==> config.mk <==
export PLATFORM = sky130hd
export DESIGN_NAME = serial_adder_v_flat
export DESIGN_NICKNAME = d
export VERILOG_FILES = /design/src/rtl/serial_adder_pkg.sv /design/src/rtl/serial_adder_if.sv /design/src/rtl/full_adder_v.sv /design/src/rtl/serial_adder_v.sv /design/src/flat_wrapper.sv
export SDC_FILE = /design/constraint.sdc
export NUM_CORES = 1
export LEC_CHECK = 0
export CAP_MARGIN = 5
export CORE_MARGIN = 10
export CORE_UTILIZATION = 40
export CTS_CLUSTER_SIZE = 12
export DETAILED_ROUTE_END_ITERATION = 12
export SLEW_MARGIN = 25
export SYNTH_ARGS = -nofsm -noshare
export SYNTH_HDL_FRONTEND = slang
export SYNTH_SLANG_ARGS = --single-unit
==> constraint.sdc <==
create_clock -name i_clk -period 3.2 [get_ports i_clk]
set_clock_uncertainty 0.15 [all_clocks]
set_input_delay 0.64 -clock i_clk [delete_from_list [all_inputs] [get_ports i_clk]]
set_output_delay 0.64 -clock i_clk [all_outputs]
set_load 0.03 [all_outputs]
==> src/rtl/serial_adder_pkg.sv <==
// Shared types and constants for the bit-serial adder.
package serial_adder_pkg;

  localparam int unsigned SA_WIDTH_DEF = 4;

  typedef enum logic [1:0] {
    ST_IDLE = 2'd0,
    ST_RUN  = 2'd1,
    ST_DONE = 2'd2
  } sa_state_e;

endpackage

==> src/rtl/serial_adder_if.sv <==
// Start/result handshake bundle between a requester and the serial adder.
interface serial_adder_if
  import serial_adder_pkg::*;
#(
  parameter int unsigned WIDTH = SA_WIDTH_DEF
) ();

  logic             i_start;
  logic [WIDTH-1:0] i_a;
  logic [WIDTH-1:0] i_b;
  logic             i_carry;
  logic             o_busy;
  logic             o_done;
  logic [WIDTH-1:0] o_sum;
  logic             o_carry;

  modport master (
    output i_start, i_a, i_b, i_carry,
    input  o_busy, o_done, o_sum, o_carry
  );

  modport slave (
    input  i_start, i_a, i_b, i_carry,
    output o_busy, o_done, o_sum, o_carry
  );

endinterface

==> src/rtl/full_adder_v.sv <==
// One-bit full adder cell.
module full_adder_v (
  input  logic i_a,
  input  logic i_b,
  input  logic i_carry,
  output logic o_s,
  output logic o_carry
);

  assign o_s     = i_a ^ i_b ^ i_carry;
  assign o_carry = (i_a & i_b) | (i_a & i_carry) | (i_b & i_carry);

endmodule

==> src/rtl/serial_adder_v.sv <==
// Bit-serial adder: one operand bit pair per clock through a single full adder.
module serial_adder_v
  import serial_adder_pkg::*;
#(
  parameter int unsigned WIDTH = SA_WIDTH_DEF
) (
  input  logic           i_clk,
  input  logic           i_rst,
  serial_adder_if.slave  bus
);

  localparam int unsigned CNT_W = $clog2(WIDTH);

  sa_state_e        state_q, state_d;
  logic [WIDTH-1:0] sa_q, sa_d;
  logic [WIDTH-1:0] sb_q, sb_d;
  logic [WIDTH-1:0] sum_sh_q, sum_sh_d;
  logic             c_q, c_d;
  logic [CNT_W-1:0] cnt_q, cnt_d;
  logic             busy_q, busy_d;
  logic             done_q, done_d;
  logic [WIDTH-1:0] sum_q, sum_d;
  logic             carry_q, carry_d;

  logic             fa_s;
  logic             fa_c;

  full_adder_v u_fa (
    .i_a     (sa_q[0]),
    .i_b     (sb_q[0]),
    .i_carry (c_q),
    .o_s     (fa_s),
    .o_carry (fa_c)
  );

  // Next-state and next-output logic
  always_comb begin
    state_d  = state_q;
    sa_d     = sa_q;
    sb_d     = sb_q;
    sum_sh_d = sum_sh_q;
    c_d      = c_q;
    cnt_d    = cnt_q;
    busy_d   = busy_q;
    done_d   = 1'b0;
    sum_d    = sum_q;
    carry_d  = carry_q;

    unique case (state_q)
      ST_IDLE, ST_DONE: begin
        if (bus.i_start) begin
          sa_d     = bus.i_a;
          sb_d     = bus.i_b;
          c_d      = bus.i_carry;
          sum_sh_d = '0;
          cnt_d    = '0;
          busy_d   = 1'b1;
          state_d  = ST_RUN;
        end else begin
          state_d  = ST_IDLE;
        end
      end
      ST_RUN: begin
        sum_sh_d = {fa_s, sum_sh_q[WIDTH-1:1]};
        c_d      = fa_c;
        sa_d     = sa_q >> 1;
        sb_d     = sb_q >> 1;
        cnt_d    = cnt_q + CNT_W'(1);
        // Last bit pair: publish the result straight from the adder outputs
        if (cnt_q == CNT_W'(WIDTH - 1)) begin
          state_d = ST_DONE;
          sum_d   = {fa_s, sum_sh_q[WIDTH-1:1]};
          carry_d = fa_c;
          busy_d  = 1'b0;
          done_d  = 1'b1;
          cnt_d   = '0;
        end
      end
      default: begin
        state_d = ST_IDLE;
        busy_d  = 1'b0;
      end
    endcase
  end

  // State and output registers
  always_ff @(posedge i_clk) begin
    if (i_rst) begin
      state_q  <= ST_IDLE;
      sa_q     <= '0;
      sb_q     <= '0;
      sum_sh_q <= '0;
      c_q      <= 1'b0;
      cnt_q    <= '0;
      busy_q   <= 1'b0;
      done_q   <= 1'b0;
      sum_q    <= '0;
      carry_q  <= 1'b0;
    end else begin
      state_q  <= state_d;
      sa_q     <= sa_d;
      sb_q     <= sb_d;
      sum_sh_q <= sum_sh_d;
      c_q      <= c_d;
      cnt_q    <= cnt_d;
      busy_q   <= busy_d;
      done_q   <= done_d;
      sum_q    <= sum_d;
      carry_q  <= carry_d;
    end
  end

  assign bus.o_busy  = busy_q;
  assign bus.o_done  = done_q;
  assign bus.o_sum   = sum_q;
  assign bus.o_carry = carry_q;

endmodule

==> src/flat_wrapper.sv <==
// flat-port wrapper written by rule: the top's interface ports become plain ports
module serial_adder_v_flat import serial_adder_pkg::*;
#(
  parameter int unsigned WIDTH = SA_WIDTH_DEF
)
  (i_clk, i_rst, bus_i_start, bus_i_a, bus_i_b, bus_i_carry, bus_o_busy, bus_o_done, bus_o_sum, bus_o_carry);
  serial_adder_if #(.WIDTH(WIDTH)) bus_i ();
  input  logic i_clk;
  input  logic i_rst;
  input wire logic [$bits(bus_i.i_start)-1:0] bus_i_start;
  input wire logic [$bits(bus_i.i_a)-1:0] bus_i_a;
  input wire logic [$bits(bus_i.i_b)-1:0] bus_i_b;
  input wire logic [$bits(bus_i.i_carry)-1:0] bus_i_carry;
  output wire logic [$bits(bus_i.o_busy)-1:0] bus_o_busy;
  output wire logic [$bits(bus_i.o_done)-1:0] bus_o_done;
  output wire logic [$bits(bus_i.o_sum)-1:0] bus_o_sum;
  output wire logic [$bits(bus_i.o_carry)-1:0] bus_o_carry;
  assign bus_i.i_start = bus_i_start;
  assign bus_i.i_a = bus_i_a;
  assign bus_i.i_b = bus_i_b;
  assign bus_i.i_carry = bus_i_carry;
  assign bus_o_busy = bus_i.o_busy;
  assign bus_o_done = bus_i.o_done;
  assign bus_o_sum = bus_i.o_sum;
  assign bus_o_carry = bus_i.o_carry;
  serial_adder_v #(.WIDTH(WIDTH)) u_core (.i_clk(i_clk), .i_rst(i_rst), .bus(bus_i));
endmodule
# Yosys cells after proc, flatten, opt, wreduce, memory -nomap -nowiden

Cells that the tools add are included.

Bits in registers: 24
Input bits: 12
Output and inout bits: 7
Logic and storage cells: 49

$add $sub $neg: 1
Equal/unequal tests: 5
Muxes and demuxes: 18
Bitwise gates (word level): 8
Reduce and logical (&&, ||, !) cells: 7

Operator list:

| cell                                                            | number |
|---|---|
| 4-bit one-hot mux with 2 select lines                           | 3 |
| 4-bit two-way mux                                               | 3 |
| 2-bit one-hot mux with 2 select lines                           | 2 |
| 2-bit two-way mux                                               | 3 |
| 2-bit AND reduction                                             | 3 |
| 1-bit two-way mux                                               | 5 |
| 2-bit == test, second input constant                            | 2 |
| 1-bit one-hot mux with 2 select lines                           | 2 |
| 2-bit OR reduction                                              | 2 |
| 1-bit bitwise AND                                               | 3 |
| 2-bit by 1-bit adder with 2-bit output, second input constant   | 1 |
| 2-bit by 1-bit == test with 1-bit output, second input constant | 1 |
| 2-bit zero test                                                 | 1 |
| 2-bit by 1-bit != test with 1-bit output, second input constant | 1 |
| 2-bit != test, second input constant                            | 1 |
| 1-bit bitwise OR                                                | 2 |
| 2-bit nonzero test                                              | 1 |
| 1-bit XOR                                                       | 2 |
| 1-bit NOT                                                       | 1 |

# Logic depth before layout (Yosys ltp)

Gate-level depths: netlist of run 1.

Word-level depth: 4
Mapped depth: 5
Mapped depth without buffers: 4

# Modules after synthesis

From an unflattened synthesis of run 1, not the netlist that was laid out.

Cell total of the unflattened synthesis: 110
Area, all modules: 932.1 µm²

Modules (own cells, without submodules):

| module         | times used | cells an instance | area an instance (µm²) | seq. area each (µm²) |
|---|---|---|---|---|
| serial_adder_v | 1          | 109               | 912.1                  | 460.4 |
| full_adder_v   | 1          | 1                 | 20.0                   | 0.0 |

# Worst setup path before layout of run 1

No wires, ideal clock.

Path type: in2reg
From: input bus_i_start
To: register u_core.sb_q[1]
Setup time: 88 ps
Arrival: 1213 ps
Required time: 2962 ps
Slack: 1748 ps
Stages on the path: 4
Path buffers: 1
Cells stage by stage: nor2b_1 > buf_2 > nand2_1 > a311oi_2

Word-level cells in the longest chain between the ends: 2

RTL lines:

| element                       | line                  | source |
|---|---|---|
| start: declaration            | flat_wrapper.sv:10    | `input wire logic [$bits(bus_i.i_start)-1:0] bus_i_start;` |
| 2-bit != test (no line)       | --                    |  |
| 2-bit AND reduction (no line) | --                    |  |
| end signal: assignment        | serial_adder_v.sv:91  | `sb_q <= '0;` |
| end signal: assignment        | serial_adder_v.sv:102 | `sb_q <= sb_d;` |
| end: declaration              | serial_adder_v.sv:16  | `logic [WIDTH-1:0] sb_q, sb_d;` |

No other way between the ends.
A chain may end at the register's enable or synchronous reset.

# Final worst setup path of run 1

From: register u_core.sum_q[3], in the netlist u_core.bus.o_sum[3]
To: output bus_o_sum[3]

RTL lines:

| element                  | line                  | source |
|---|---|---|
| start: declaration       | serial_adder_v.sv:22  | `logic [WIDTH-1:0] sum_q, sum_d;` |
| start signal: assignment | serial_adder_v.sv:108 | `sum_q <= sum_d;` |
| end: declaration         | flat_wrapper.sv:16    | `output wire logic [$bits(bus_i.o_sum)-1:0] bus_o_sum;` |

No word-level cell between the ends.

==> metrics.md, run 1 <==
| Metric | Value |
|---|---|
| Mux share of post-synthesis cell area | 0% |
| Worst path max stage delay | 670 ps |
| RSZ-0062 raised after global routing | false |
| Worst-Skew Late Latency | 300 ps |
| Cell Area, Synth | 924.6 um^2 |
| GRT overflow | 0 |
| Leak | 0.3971 nW |
| Final Hold Fails | 0 |
| Syn-to-layout area delta | 21.79% |
| Power share of the combinational group | 14.2% |
| DR top layer | met4 |
| CTS tree | done |
| Most common cell after layout, fill and taps aside | nand2_1 |
| Final setup fails | 0 |
| CP Max Fanout | 2 |
| Hold_ws | 309.5 ps |
| Synthesized instance count | 109 |
| Die Area | 4635 um^2 |
| Worst EP arrival | 1330 ps |
| Pwr dens | 453.7 nW/um^2 |
| Placed cell area | 1099 um^2 |
| Filler Cell Count | 232 |
| Standard-cell rows | 17 |
| PostCTS Resize Cnt | 0 |
| Met2 WL | 749 um |
| Syn nets | 123 |
| Met3 WL | 138 um |
| VDD IR max | 0.2435 mV |
| Compound-Gate Fraction of Synth Area | 16.51% |
| H-tree depth | 1 |
| Number of synthesized register bits | 23 |
| Syn Area/Cell | 8.483 um^2 |
| Clock Path Buffers | 2 |
| Antenna cells | 0 |
| Vias in the first global route | 700 |
| Fmax | 472.2 MHz |
| Core Footprint | 2212 um^2 |
| Max Slew Vio Count | 0 |
| Final Instance Area | 1126 um^2 |
| Pint | 0.3809 mW |
| Slowest CP cell | clkdlybuf4s50_1 |
| Met1 Wirelength | 848 um |
| Die height | 68.08 um |
| First-pass GRT wire length | 2953 um |
| Fin Setup TNS | 0 ps |
| Highest-count cells in the layout ignoring fill and taps | 25 x nand2_1, 23 x dfxtp_1, 18 x clkdlybuf4s50_1 |
| Status | finished clean |
| Antenna violations before repair | 0 |
| YS warnings | 0 |
| Drt total wl | 1751 um |
| Die X | 68.08 um |
| Critical path's top delay family | buffers and inverters |
| CP required | 2410 ps |
| Final period utilization | 66.18% |
| Switching share of power | 25.45% |
| Tmin final | 2118 ps |
| CTS hold repair buffers | 0 |
| Synthesized-area fraction occupied by adder cells | 3.518% |
| 1st-pass router iterations | 4 |
| Port Buffers | 18 |
| Post-CTS Setup Inserts | 0 |
| Max_cap viols | 0 |
| Post-Synth Simple-Gate Area | 25.71% |
| GPL Wtd Cong | 0.7334 |
| 1st-iter DRT viols | 9 |
| I/O pin total | 19 |
| Main combinational cell family by area after synthesis | simple AND/OR/NAND/NOR gates |
| Slew margin rel. | 43.05% |
| WS Path Type | register to output port |
| Clock root buffer | clkbuf_4 |
| DRC violations left | 0 |
| Worst hold path type | register to register |
| Vias | 758 |
| Worst-margin pin slew | 851.6 ps |
| Nets | 138 |
| Total net switching power | 0.1300 mW |
| Distinct cell type count after synthesis | 20 |
| Critical-path cell list | clkdlybuf4s50_1 |
| DR WL/cell | 11.60 um |
| Pin count of the biggest net entering global routing | 24 |
| Synth Area in XOR/XNOR | 0% |
| Num CTS Buffers | 3 |
| Reg clk slew, reported paths | 120 ps |
| Vias/cell | 5.020 |
| CP Launch Type | register |
| Global Route Usage Sum | 8.054% |
| Sequential fraction of the synthesis area | 49.80% |
| Final ANT Viol Nets | 0 |
| Crit path capture type | output port |
| Clk sink count | 23 |
| WP buf/inv | 1 |
| Sequential share of power | 60.9% |
| Clk pwr share | 24.9% |
| Layout cells sized above 1 | 5.691% |
| Initial Util | 41.80% |
| DP HPWL | 1288 um |
-- worst reg2reg max path: stages, from the launching register on --
cell and delay [ps]:
dfxtp_1 400, nand2b_1 670, nor2_1 120, a311oi_2 260
-- metrics by stage --
stage                     power, mW  setup slack [ps]  utilization [%]  cells
after CTS                    0.5199              1053            50.91    151
after floorplan              0.3675              1748                -    109
after global routing         0.5405             935.2            50.91    151
after detailed placement     0.3904             809.3            49.66    147
final                        0.5109              1082            50.91    151
after global placement       0.3889             841.3            49.66    147
-- cells by family (layout without fill, tap and decap cells) --
| family | Yosys count | after routing |
|---|---|---|
| AOI/OAI and AO/OA | 22 | 22 |
| adders and majority gates | 2 | 2 |
| DFF | 23 | 23 |
| buffers and inverters | 8 | 22 |
| and+or+nand+nor | 54 | 54 |
-- flip-flops by register name, indices dropped and copies added, names as in the netlist --
name,count
u_core.sa_q,4
u_core.cnt_q,2
u_core.state_q,2
u_core.bus.o_sum,4
u_core.sum_sh_q,3
u_core.bus.o_done,1
u_core.bus.o_busy,1
u_core.bus.o_carry,1
u_core.c_q,1
u_core.sb_q,4
-- cells in the mapped netlist, drive strengths merged --
cell type,n,share of area [%]
a21oi,12,6.5
a311oi,7,8.0
a31oi,1,0.68
buf,5,3.2
clkbuf,3,1.2
dfxtp,23,50
fa,1,2.2
ha,1,1.4
nand2,25,10
nand2b,2,1.6
nand3,11,6.0
nand3b,1,0.81
nor2,12,4.9
nor2b,2,1.4
nor4b,1,0.95
o21a,1,0.81
o21ai,1,0.54
-- worst paths after layout --
path | start | end | slack (ps) | depth (start not counted)
worst max-delay path | u_core.bus.o_sum[3] | bus_o_sum[3] | 1080 | 1
worst min-delay path | u_core.bus.o_sum[1] | u_core.bus.o_sum[1] | 310 | 2
worst max register to register | u_core.state_q[1] | u_core.sb_q[2] | 1520 | 3
worst min register to register | u_core.bus.o_sum[1] | u_core.bus.o_sum[1] | 310 | 2
-- power by group through the flow --
| stage | clock network, mW | registers (mW) | logic (mW) |
|---|---|---|---|
| after floorplan | 0 | 0.318 | 0.0496 |
| after global placement | 0 | 0.317 | 0.0714 |
| after detailed placement | 0 | 0.318 | 0.0725 |
| after CTS | 0.136 | 0.311 | 0.0727 |
| after global routing | 0.145 | 0.314 | 0.0813 |
| final | 0.127 | 0.311 | 0.0723 |
-- layout make-up --
type / instances / area, um^2 / area share [%]
timing repair buffer: 18 / 180.2 / 16.00
clock buffer: 3 / 22.52 / 2.000
sequential: 23 / 460.4 / 40.89
multi-input combinational: 78 / 422.9 / 37.56
clock inverter: 1 / 5.005 / 0.4444
tap: 28 / 35.03 / 3.111
-- layer usage --
layer | track usage, % | vias up
met4 | 4.523 | 0
met5 | 0 | -
met2 | 12.21 | 16
li1 | - | 400
met3 | 2.773 | 2
met1 | 9.735 | 340
No activity file was read; power rests on OpenSTA's default activity.
==> run 2: changes to the inputs <==
Clock period 3.2 ns to 2.04 ns, I/O delays scaled along.
==> run 2 against run 1 <==
Effect of this change: sequential power up 57%; largest cell class unchanged; global-route usage up 0.19 points; largest power group unchanged; total power up 59%; wire length up 5.7%; critical endpoint is now bus_o_busy; clock power up 61%; die area unchanged; combinational power up 65%.
==> metrics.md, run 2 (synthesis results as in run 1) <==
| Metric | Value |
|---|---|
| Status | finished clean |
| Critical path's top delay family | buffers and inverters |
| CTS tree | done |
| H-tree depth | 1 |
| Worst path max stage delay | 670 ps |
| Standard-cell rows | 17 |
| Final setup margin | 160.8 ps |
| Highest-count cells in the layout ignoring fill and taps | 25 x nand2_1, 23 x dfxtp_1, 18 x clkdlybuf4s50_1 |
| Fin Setup TNS | 0 ps |
| Antenna cells | 0 |
| Die X | 68.08 um |
| Reg clk slew, reported paths | 120 ps |
| Final design utilization | 51.87% |
| Worst-Skew Late Latency | 300 ps |
| Core Footprint | 2212 um^2 |
| Final Hold Fails | 0 |
| Clock Path Buffers | 2 |
| R2r setup slk | 600 ps |
| Final period utilization | 92.12% |
| Filler-free cell count of the finished design | 154 |
| Antenna violations before repair | 0 |
| CP Launch Type | register |
| DRC violations left | 0 |
| DP HPWL | 1328 um |
| Worst setup path end | bus_o_busy |
| Pin count of the biggest net entering global routing | 24 |
| 1st-pass router iterations | 4 |
| 1st-iter DRT viols | 18 |
| Power share of the combinational group | 14.7% |
| Die Area | 4635 um^2 |
| CP required | 1480 ps |
| Slowest CP cell | clkdlybuf4s50_1 |
| Slew margin rel. | 63.18% |
| RSZ-0062 raised after global routing | false |
| Switching share of power | 25.39% |
| GRT overflow | 0 |
| Vias | 776 |
| Initial Util | 41.80% |
| Max_cap viols | 0 |
| First-pass GRT wire length | 3001 um |
| Final setup fails | 0 |
| Leak | 0.4086 nW |
| Most common cell after layout, fill and taps aside | nand2_1 |
| Fmax | 532.1 MHz |
| WHS Path Cells | 2 |
| Critical-path cell list | clkdlybuf4s50_1 |
| Die height | 68.08 um |
| Port Buffers | 18 |
| CTS hold repair buffers | 0 |
| Sequential share of power | 60.2% |
| Pwr dens | 706.9 nW/um^2 |
| Worst hold path type | register to register |
| Max Slew Vio Count | 0 |
| FF-to-FF path depth | 4 |
| Clk sink count | 23 |
| Worst R2R Start | u_core.cnt_q[0] |
| WP depth | 1 |
| Worst-margin pin slew | 551.2 ps |
| Drt total wl | 1850 um |
| GPL Wtd Cong | 0.7450 |
| Pre-CTS WS | 253.7 ps |
| Hold_ws | 308.6 ps |
| Syn-to-layout area delta | 24.09% |
| VDD IR max | 0.3511 mV |
| Filler Cell Count | 246 |
| Crit path capture type | output port |
| Total net switching power | 0.2060 mW |
| Hold wc startpoint | u_core.bus.o_sum[3] |
| Nets | 141 |
| Final Instance Area | 1147 um^2 |
| Vias in the first global route | 751 |
| Post-CTS Setup Inserts | 0 |
| Clock root buffer | clkbuf_4 |
| Pint | 0.6051 mW |
| PostCTS Resize Cnt | 0 |
| Crit path from | u_core.bus.o_busy |
| WS Path Type | register to output port |
| Layout cells sized above 1 | 7.143% |
| Worst EP arrival | 1320 ps |
| Placed cell area | 1121 um^2 |
| WP buf/inv | 1 |
| Global Route Usage Sum | 8.245% |
| Num CTS Buffers | 3 |
| Clk pwr share | 25.1% |
| DR WL/cell | 12.01 um |
| Tmin final | 1879 ps |
| I/O pin total | 19 |
| CP Max Fanout | 2 |
| Overall power | 0.8111 mW |
| Final ANT Viol Nets | 0 |
| Placed cell count | 150 |
| R2R Path End | u_core.bus.o_sum[0] |
| Vias/cell | 5.039 |
[run 2: area by class of cell]
class                           count  area [um^2]  area share, %
Multi-Input combinational cell     78        422.9          36.86
Sequential cell                    23        460.4          40.13
Clock buffer                        4        26.28          2.290
Tap cell                           28        35.03          3.053
Timing Repair Buffer               21        202.7          17.67
[run 2: power by group through the flow]
| stage | combinational [mW] | sequential (mW) | clock [mW] |
|---|---|---|---|
| 2_1_floorplan | 0.0779 | 0.499 | 0 |
| 3_3_place_gp | 0.118 | 0.498 | 0 |
| 3_5_place_dp | 0.119 | 0.499 | 0 |
| 4_1_cts | 0.120 | 0.488 | 0.218 |
| 5_1_grt | 0.133 | 0.491 | 0.233 |
| 6_report | 0.119 | 0.488 | 0.204 |
[run 2: worst register-to-register path: cells and delay by family, from the launching register on]
kind            cells  cell delay, ps
flops               1             380
fa+ha+maj           1             340
simple gates        2             400
compound gates      1              60
[run 2: worst min path at each step]
stage,end
6_report,u_core.bus.o_sum[3]
5_1_grt,u_core.bus.o_sum[0]
4_1_cts,u_core.bus.o_sum[3]
3_5_place_dp,u_core.bus.o_sum[3]
3_3_place_gp,u_core.bus.o_sum[2]
2_1_floorplan,u_core.bus.o_sum[0]
[run 2: per-layer routing]
| metal | part of all wire (%) | wire length (um) | GRT usage (%) | vias up |
|---|---|---|---|---|
| li1 | - | - | - | 405 |
| met1 | 48 | 896 | 9.708 | 347 |
| met2 | 43 | 803 | 13.37 | 22 |
| met3 | 7.3 | 135 | 2.121 | 2 |
| met4 | 0.76 | 14 | 4.523 | 0 |
| met5 | 0 | 0 | 0 | - |
